--- src/rtl/apb_mst.sv ---
// Single-outstanding APB3/APB4 initiator: valid/ready request in, valid/ready response out,
// with an optional PREADY timeout that aborts a transfer to a hung slave.
module apb_mst #(
  parameter int unsigned TIMEOUT       = 1024,
  parameter logic [31:0] TIMEOUT_RDATA = 32'hFFFF_FFFF
) (
  input  logic        i_clk,
  input  logic        i_pwrreset,
  input  logic        i_req_valid,
  output logic        o_req_ready,
  input  logic [31:0] i_req_addr,
  input  logic        i_req_write,
  input  logic [31:0] i_req_wdata,
  input  logic [3:0]  i_req_wstrb,
  output logic        o_resp_valid,
  input  logic        i_resp_ready,
  output logic [31:0] o_resp_rdata,
  output logic        o_resp_err,
  output logic        o_resp_timeout,
  output logic        o_psel,
  output logic        o_penable,
  output logic [31:0] o_paddr,
  output logic        o_pwrite,
  output logic [31:0] o_pwdata,
  output logic [3:0]  o_pstrb,
  input  logic        i_pready,
  input  logic [31:0] i_prdata,
  input  logic        i_pslverr
);

  localparam int CNT_W = (TIMEOUT == 0) ? 1 : $clog2(TIMEOUT + 1);
  localparam logic [CNT_W-1:0] CNT_LIM = CNT_W'((TIMEOUT == 0) ? 0 : TIMEOUT - 1);
  localparam logic [CNT_W-1:0] CNT_MAX = '1;

  typedef enum logic [1:0] {IDLE, SETUP, ACCESS, RESP} state_t;

  state_t           state, state_nxt;
  logic             r_rdy_en;
  logic [CNT_W-1:0] cnt;
  logic             accept;
  logic             to_hit;

  assign accept = (state == IDLE) && r_rdy_en && i_req_valid;
  assign to_hit = (TIMEOUT != 0) && (cnt == CNT_LIM);

  // Every output is either a flop or a pure decode of the state register.
  assign o_req_ready  = (state == IDLE) && r_rdy_en;
  assign o_psel       = (state == SETUP) || (state == ACCESS);
  assign o_penable    = (state == ACCESS);
  assign o_resp_valid = (state == RESP);

  always_ff @(posedge i_clk or posedge i_pwrreset) begin
    if (i_pwrreset) begin
      state    <= IDLE;
      r_rdy_en <= 1'b0;
    end else begin
      state    <= state_nxt;
      r_rdy_en <= 1'b1;
    end
  end

  always_comb begin
    state_nxt = state;
    case (state)
      IDLE:   if (accept) state_nxt = SETUP;
      SETUP:  state_nxt = ACCESS;
      ACCESS: if (i_pready || to_hit) state_nxt = RESP;
      RESP:   if (i_resp_ready) state_nxt = IDLE;
      default: state_nxt = IDLE;
    endcase
  end

  // Request capture, response capture and the saturating ACCESS-wait counter.
  always_ff @(posedge i_clk or posedge i_pwrreset) begin
    if (i_pwrreset) begin
      o_paddr        <= '0;
      o_pwrite       <= 1'b0;
      o_pwdata       <= '0;
      o_pstrb        <= '0;
      o_resp_rdata   <= '0;
      o_resp_err     <= 1'b0;
      o_resp_timeout <= 1'b0;
      cnt            <= '0;
    end else begin
      if (accept) begin
        o_paddr  <= i_req_addr;
        o_pwrite <= i_req_write;
        o_pwdata <= i_req_write ? i_req_wdata : 32'h0;
        o_pstrb  <= i_req_write ? i_req_wstrb : 4'h0;
      end
      if (state == ACCESS) begin
        if (i_pready) begin
          o_resp_rdata   <= o_pwrite ? 32'h0 : i_prdata;
          o_resp_err     <= i_pslverr;
          o_resp_timeout <= 1'b0;
        end else begin
          if (cnt != CNT_MAX) cnt <= cnt + CNT_W'(1);
          if (to_hit) begin
            o_resp_rdata   <= o_pwrite ? 32'h0 : TIMEOUT_RDATA;
            o_resp_err     <= 1'b1;
            o_resp_timeout <= 1'b1;
          end
        end
      end
      if ((state == RESP) && i_resp_ready) cnt <= '0;
    end
  end

endmodule

--- config.mk ---
export PLATFORM = sky130hd
export DESIGN_NAME = apb_mst
export DESIGN_NICKNAME = d
export VERILOG_FILES = /design/src/rtl/apb_mst.sv
export SDC_FILE = /design/constraint.sdc
export NUM_CORES = 1
export LEC_CHECK = 0
export BUFFER_PORTS_ARGS = -buffer_cell sky130_fd_sc_hd__buf_2
export CAP_MARGIN = 30
export CORE_ASPECT_RATIO = 1.75
export CORE_MARGIN = 4
export CORE_UTILIZATION = 43
export DETAILED_ROUTE_END_ITERATION = 8
export GPL_ROUTABILITY_DRIVEN = 0
export PLACE_DENSITY = 0.73
export SLEW_MARGIN = 20
export SYNTH_ARGS = -nofsm -noshare
export SYNTH_HDL_FRONTEND = slang
export SYNTH_SLANG_ARGS = --single-unit
export TNS_END_PERCENT = 30
--- constraint.sdc ---
create_clock -name i_clk -period 4 [get_ports i_clk]
set_input_delay 0.4 -clock i_clk [delete_from_list [all_inputs] [get_ports i_clk]]
set_output_delay 0.4 -clock i_clk [all_outputs]
set_load 0.02 [all_outputs]
==> results of run 1 <==
-- routing by layer --
| metal | share of wire (%) | track usage (%) | wire, µm |
|---|---|---|---|
| met4 | 2.8 | 7.91 | 338 |
| met3 | 8.1 | 6.39 | 993 |
| met2 | 51 | 30.4 | 6190 |
| met1 | 38 | 20.3 | 4690 |
| met5 | 0 | 0 | 0 |
-- sequential cells by signal, indices dropped and copies added (netlist names) --
signal / cells
cnt: 11
o_paddr: 32
o_pstrb: 4
o_pwdata: 32
o_pwrite: 1
o_resp_err: 1
o_resp_rdata: 32
o_resp_timeout: 1
r_rdy_en: 1
state: 2
-- critical path: stages (launching register included) --
cell and delay [ns]:
dfrtp_1 0.40, ha_1 0.24, nand4_2 0.17, nor4b_4 0.09, o21ai_4 0.64, buf_4 0.41, mux2_4 0.33
-- final cells by class --
cell class	instances	share of cell area [%]
flip-flops and latches	117	42.3
multi-input cells	270	28.2
repair buffers	218	16.2
clock buffers	17	6.15
clock inverters	14	2.57
well taps	135	2.44
inverters	37	2.04
diodes	1	0.0362
-- placed cells by master, fill, tap and decap left out, drive strengths merged --
cell type    n
a21oi       40
a22o         1
a31oi        2
and2         3
and2b        1
and3         1
and4         1
buf        218
bufinv       3
clkbuf      17
clkinv       7
clkinvlp     1
conb         1
dfrtp      117
diode        1
ha           5
inv         40
mux2        66
mux2i        1
nand2       79
nand2b       1
nand3        1
nand4        2
nor2         7
nor3         2
nor4b        1
o2111ai      2
o21ai       39
o21ba        1
o21bai       1
o31ai        3
o32a         1
or2          1
or3          2
or4          2
xor2         3
-- cell families after synthesis --
logic type | after synthesis | synth area share (%)
DFF | 117 | 56.5
and+or+nand+nor | 104 | 9.25
AOI/OAI and AO/OA | 90 | 9.83
muxes | 67 | 16.6
buffers and inverters | 64 | 5.97
adders and majority gates | 5 | 1.21
xor gates and xnor gates | 3 | 0.507
other | 1 | 0.0724
-- cell usage after synthesis (2+ instances only) --
cell       count  area, µm²
inv_1         37        139
or4_1          2       15.0
nor3_1         2       10.0
ha_1           5       62.6
o31ai_1        2       15.0
clkbuf_8       4       55.1
mux2_4        29        435
a31oi_1        2       12.5
buf_1          3       11.3
o21ai_0       38        190
buf_6          3       33.8
mux2_2        37        417
a21oi_1       40        200
nand2_1       79        297
xor2_1         3       26.3
o2111ai_1      2       17.5
nor2_1         7       26.3
dfrtp_1      117       2930
clkbuf_1      15       56.3
and2_1         3       18.8
-- power by group --
group | internal (µW) | switching (µW) | leakage [µW]
registers | 1720 | 311 | 0.00147
logic | 1010 | 1380 | 0.00199
clock network | 983 | 548 | 0.000294
-- how the worst min path moves through the flow --
stage	slack (ns)	endpoint	start
CTS	0.18	o_paddr[11]	i_pwrreset
global route	0.22	o_paddr[27]	i_pwrreset
floorplan	0.50	state[0]	state[0]
finish	0.15	o_paddr[27]	i_pwrreset
detailed placement	0.46	o_pwdata[2]	o_pwdata[2]
global placement	0.46	o_pwdata[23]	o_pwdata[23]
-- per-stage QoR --
step | power (µW) | setup slack (ns)
5_1_grt | 6300 | 1.47
2_1_floorplan | 3640 | 0.499
3_3_place_gp | 4360 | 1.68
6_report | 5950 | 1.59
4_1_cts | 6000 | 1.59
3_5_place_dp | 4440 | 1.58
==> out/qor.csv, run 1 <==
stage;metric;value;unit
synthesis;post-synthesis sequential area ratio;56.5;%
layout;# fillers;1017;
sta;Min Hold Slack;0.146;ns
synthesis;Synth Cell Area;5180;µm²
synthesis;Synth Instances;451;
synthesis;EDFF count, synth;0;
sta;Slew Limit Headroom;45.9;%
sta;RSZ-0062 raised after global routing;false;
route;routed wire length per instance;15.1;µm
clock_network;CTS Hold Bufs;0;
floorplanning;Die Height;153;µm
sta;clk_skew;0.00803;ns
sta;Worst-Margin Slew;0.809;ns
worst_setup_path;critical path required time;4.28;ns
route;DRC Markers;0;
power_and_ir_drop;PwrDens;860;nW/µm²
synthesis;Most used DFF post-synth;dfrtp_1;
sta;fin crit period;2.41;ns
layout;Post-Layout Cell Count;809;
sta;Peak Freq;415;MHz
layout;multi-input logic area;1950;µm²
worst_setup_path;CP Capture Type;register;
sta;Final Max Slew Viols;0;
synthesis;asr flop ratio synth;100;%
clock_network;PostCTS Resize Cnt;0;
clock_network;clock buffer depth;2;
global_route;first-pass GRT wire length;20.5;mm
synthesis;Yosys reg bits;117;
global_route;largest net degree at the start of global routing;106;
clock_network;Setup Buffers After CTS;0;
sta;final setup violation count;0;
synthesis;Yosys cell types;41;
worst_setup_path;Critical path origin;cnt[0];
floorplanning;IO Count;214;
layout;layout cell share with drive strength beyond 1;48.4;%
worst_setup_path;worst flop-to-flop path startpoint;cnt[0];
route;initial drt markers;96;
route;Post-Route WL;12.2;mm
route;routed vias/inst;4.92;
global_route;GRT overflow;0;
floorplanning;row cnt;52;
worst_setup_path;critical path class;reg -> reg;
sta;final-report hold violation count;0;
layout;final net count;773;
clock_network;CTS Buf Count;17;
min_path;HP Class;in -> async;
route;Via Count;3982;
placement;Placed Area;6280;µm²
clock_network;Worst-path clk slew;0.06;ns
floorplanning;initial core utilization;44.2;%
worst_setup_path;crit path capture;o_resp_rdata[14];
worst_setup_path;worst-path maximum fanout;20;
synthesis;Yosys Warn Count;0;
placement;HPWL after detailed placement;8.89;mm
clock_network;Clock Latency Late Sink;0.40;ns
synthesis;syn nets;563;
power_and_ir_drop;maximum VDD drop;0.479;mV
clock_network;Clock Sinks;117;
flow_run;max cap viols;0;
placement;IO Port Bufs;213;
floorplanning;die area;13900;µm²
layout;Syn-to-layout area delta;33.6;%
placement;placed insts;775;
layout;fin util;59.1;%
worst_setup_path;Worst R2R Setup Slack;1.59;ns
clock_network;CTS root buf;clkbuf_16;
route;remaining antenna violation count after routing;0;
floorplanning;die width;91.0;µm
route;drt first pass iters;4;
sta;final setup TNS;0;ns
layout;Seq. cell area;2930;µm²
clock_network;CTS tree;done;
global_route;gr usage total;18.0;%
worst_setup_path;FF-to-FF End;o_resp_rdata[14];
worst_setup_path;worst reg-to-reg path cell count;6;
run_status;outcome;finished, final reports clean;
worst_setup_path;Startpoint Class;register;
global_route;vias in the first global route;4245;
power_and_ir_drop;LEAKAGE;0.00375;µW
clock_network;H-tree depth;4;
global_route;initial antenna violation count;1;
synthesis;synthesized area per cell;11.5;µm²
worst_setup_path;worst endpoint data arrival time;2.69;ns
sta;fin crit share;60.2;%
layout;Design Area, Final;6920;µm²
floorplanning;core area;11700;µm²
(Power assumes the default switching activity.)
==> inputs of run 2 (changes only) <==
Clock period 4 ns to 2.3 ns, I/O delays scaled along.
==> run 2 against run 1 <==
Net effect:
- the run now ends with negative hold slack left
- first-iteration DRC count increased by 56%
- via count increased by 0.83%
- cell count increased by 0.37%
- clock-buffer cell count unchanged
- critical endpoint is now o_resp_rdata[15]
- highest routed layer unchanged
==> out/qor.csv, run 2 (synthesis results as in run 1) <==
stage;metric;value;unit;change
run_status;outcome;finished, violations left;;
run_status;violations in the final reports;negative hold slack;;
floorplanning;Die Height;153;µm;unchanged
worst_setup_path;worst-path maximum fanout;33;;+65%
clock_network;Worst-path clk slew;0.06;ns;about the same
worst_setup_path;worst reg-to-reg path cell count;6;;unchanged
sta;Worst-Margin Slew;0.657;ns;-0.152 ns
clock_network;CTS root buf;clkbuf_16;;
global_route;initial antenna violation count;0;;-1
clock_network;CTS Buf Count;17;;unchanged
worst_setup_path;worst endpoint data arrival time;2.22;ns;-0.47 ns
sta;final setup TNS;0;ns;unchanged
route;routed vias/inst;4.94;;+0.46%
floorplanning;row cnt;52;;unchanged
sta;Min Hold Slack;-0.00990;ns;-0.156 ns
placement;Placed Area;6370;µm²;+1.4%
worst_setup_path;critical path required time;2.59;ns;-1.69 ns
global_route;largest net degree at the start of global routing;118;;+11%
clock_network;Clock Latency Late Sink;0.41;ns;about the same
layout;most common cell after layout, fill and taps aside;buf_2;;
worst_setup_path;CP Capture Type;register;;
route;DRC Markers;0;;unchanged
clock_network;CTS Hold Bufs;0;;unchanged
layout;final net count;776;;+0.39%
sta;RSZ-0062 raised after global routing;false;;
power_and_ir_drop;PwrDens;1480;nW/µm²;+72%
floorplanning;initial core utilization;44.2;%;unchanged
layout;most frequent cells in the layout;213 x buf_2, 117 x dfrtp_1, 78 x nand2_1;;
sta;fin crit share;83.8;%;+24 points
route;met1 WL;4.70;mm;+0.17%
clock_network;H-tree depth;4;;unchanged
power_and_ir_drop;LEAKAGE;0.00375;µW;about the same
floorplanning;die area;13900;µm²;unchanged
global_route;first-pass GRT wire length;20.1;mm;-1.7%
worst_setup_path;FF-to-FF End;o_resp_rdata[15];;
global_route;gr usage total;18.0;%;-0.035 points
sta;fin crit period;1.93;ns;-0.480 ns
route;drt first pass iters;4;;unchanged
worst_setup_path;Startpoint Class;register;;
layout;Syn-to-layout area delta;33.9;%;
sta;Peak Freq;519;MHz;+25%
layout;layout cell share with drive strength beyond 1;48.7;%;+0.30 points
sta;final setup violation count;0;;unchanged
sta;Slew Limit Headroom;56.2;%;+10 points
placement;IO Port Bufs;213;;unchanged
route;DR WL met3;903;µm;-9.1%
global_route;GRT overflow;0;;unchanged
route;initial drt markers;150;;+56%
layout;Design Area, Final;6940;µm²;+0.25%
sta;final-report hold violation count;11;;+11
layout;multi-input logic area;1950;µm²;unchanged
layout;biggest regs;o_paddr: 32 flops, o_pwdata: 32 flops, o_resp_rdata: 32 flops;;
sta;clk_skew;0.00958;ns;+0.00155 ns
clock_network;CTS tree;done;;
floorplanning;IO Count;214;;unchanged
route;routed wire length per instance;15.1;µm;about the same
power_and_ir_drop;maximum VDD drop;0.823;mV;+72%
clock_network;PostCTS Resize Cnt;0;;unchanged
flow_run;max cap viols;0;;unchanged
layout;Seq. cell area;2930;µm²;unchanged
sta;Final Max Slew Viols;0;;unchanged
min_path;HP Class;in -> async;;
route;remaining antenna violation count after routing;0;;unchanged
worst_setup_path;Worst R2R Setup Slack;0.37;ns;-1.22 ns
layout;diodes inserted;0;;-1
global_route;vias in the first global route;4078;;-3.9%
route;Post-Route WL;12.3;mm;+0.39%
route;met2 wire length;6.31;mm;+1.9%
clock_network;clock buffer depth;2;;unchanged
floorplanning;die width;91.0;µm;unchanged
route;highest metal used;met4;;
layout;# fillers;1013;;-0.39%
clock_network;Clock Sinks;117;;unchanged
floorplanning;core area;11700;µm²;unchanged
worst_setup_path;critical path class;reg -> reg;;
clock_network;Setup Buffers After CTS;0;;unchanged
placement;HPWL after detailed placement;8.85;mm;-0.46%
route;Via Count;4015;;+0.83%
worst_setup_path;worst flop-to-flop path startpoint;cnt[0];;
[run 2: cell types whose count changed in the layout (fill, tap and decap cells not counted), sizes merged]
cell	previous run	this run
buf	218	221
clkinv	7	4
clkinvlp	1	4
inv	40	43
bufinv	3	1
diode	1	0
[run 2: cell type report]
cell class / instances / share of cell area (%)
clock buffer: 17 / 6.13
clock inverter: 15 / 2.07
inverter: 37 / 2.06
multi-input combinational: 270 / 28.1
sequential: 117 / 42.2
tap: 135 / 2.44
timing repair buffer: 221 / 17.0
[run 2: power breakdown]
part           switching (µW)  total (µW)  internal, µW
Sequential                498        3490          2990
Clock                    1020        2530          1510
Combinational            2460        4230          1770
Total                    3970       10200          6270
[run 2: worst max-delay path, stage by stage, from the launching register on]
cell	delay, ns
dfrtp_1	0.38
ha_1	0.21
nand4_2	0.20
nor4b_4	0.39
o21ai_4	0.09
buf_12	0.20
mux2_4	0.32
[run 2: worst max-delay path by stage]
stage,from,end,cells after the start
2_1_floorplan,state[0],o_paddr[0],7
3_3_place_gp,cnt[0],o_resp_rdata[3],6
3_5_place_dp,cnt[0],o_resp_rdata[10],6
4_1_cts,cnt[0],o_resp_rdata[15],6
5_1_grt,cnt[0],o_resp_rdata[10],6
6_report,cnt[0],o_resp_rdata[15],6
[run 2: through the flow]
| step | utilization (%) | hold WS (ns) | instances | setup WS, ns | total power (µW) |
|---|---|---|---|---|---|
| 2_1_floorplan | - | 0.375 | 451 | 0.300 | 6320 |
| 3_3_place_gp | 54.4 | 0.456 | 780 | 0.431 | 7630 |
| 3_5_place_dp | 54.4 | 0.465 | 780 | 0.386 | 7800 |
| 4_1_cts | 59.2 | 0.0295 | 812 | 0.380 | 10400 |
| 5_1_grt | 59.2 | 0.0388 | 812 | 0.249 | 10900 |
| 6_report | 59.2 | -0.00990 | 812 | 0.372 | 10200 |
[run 2: per-layer routing]
metal / track usage (%) / vias up
li1: - / 1936
met1: 21.3 / 1884
met2: 29.7 / 167
met3: 5.51 / 28
met4: 8.20 / 0
met5: 0 / -
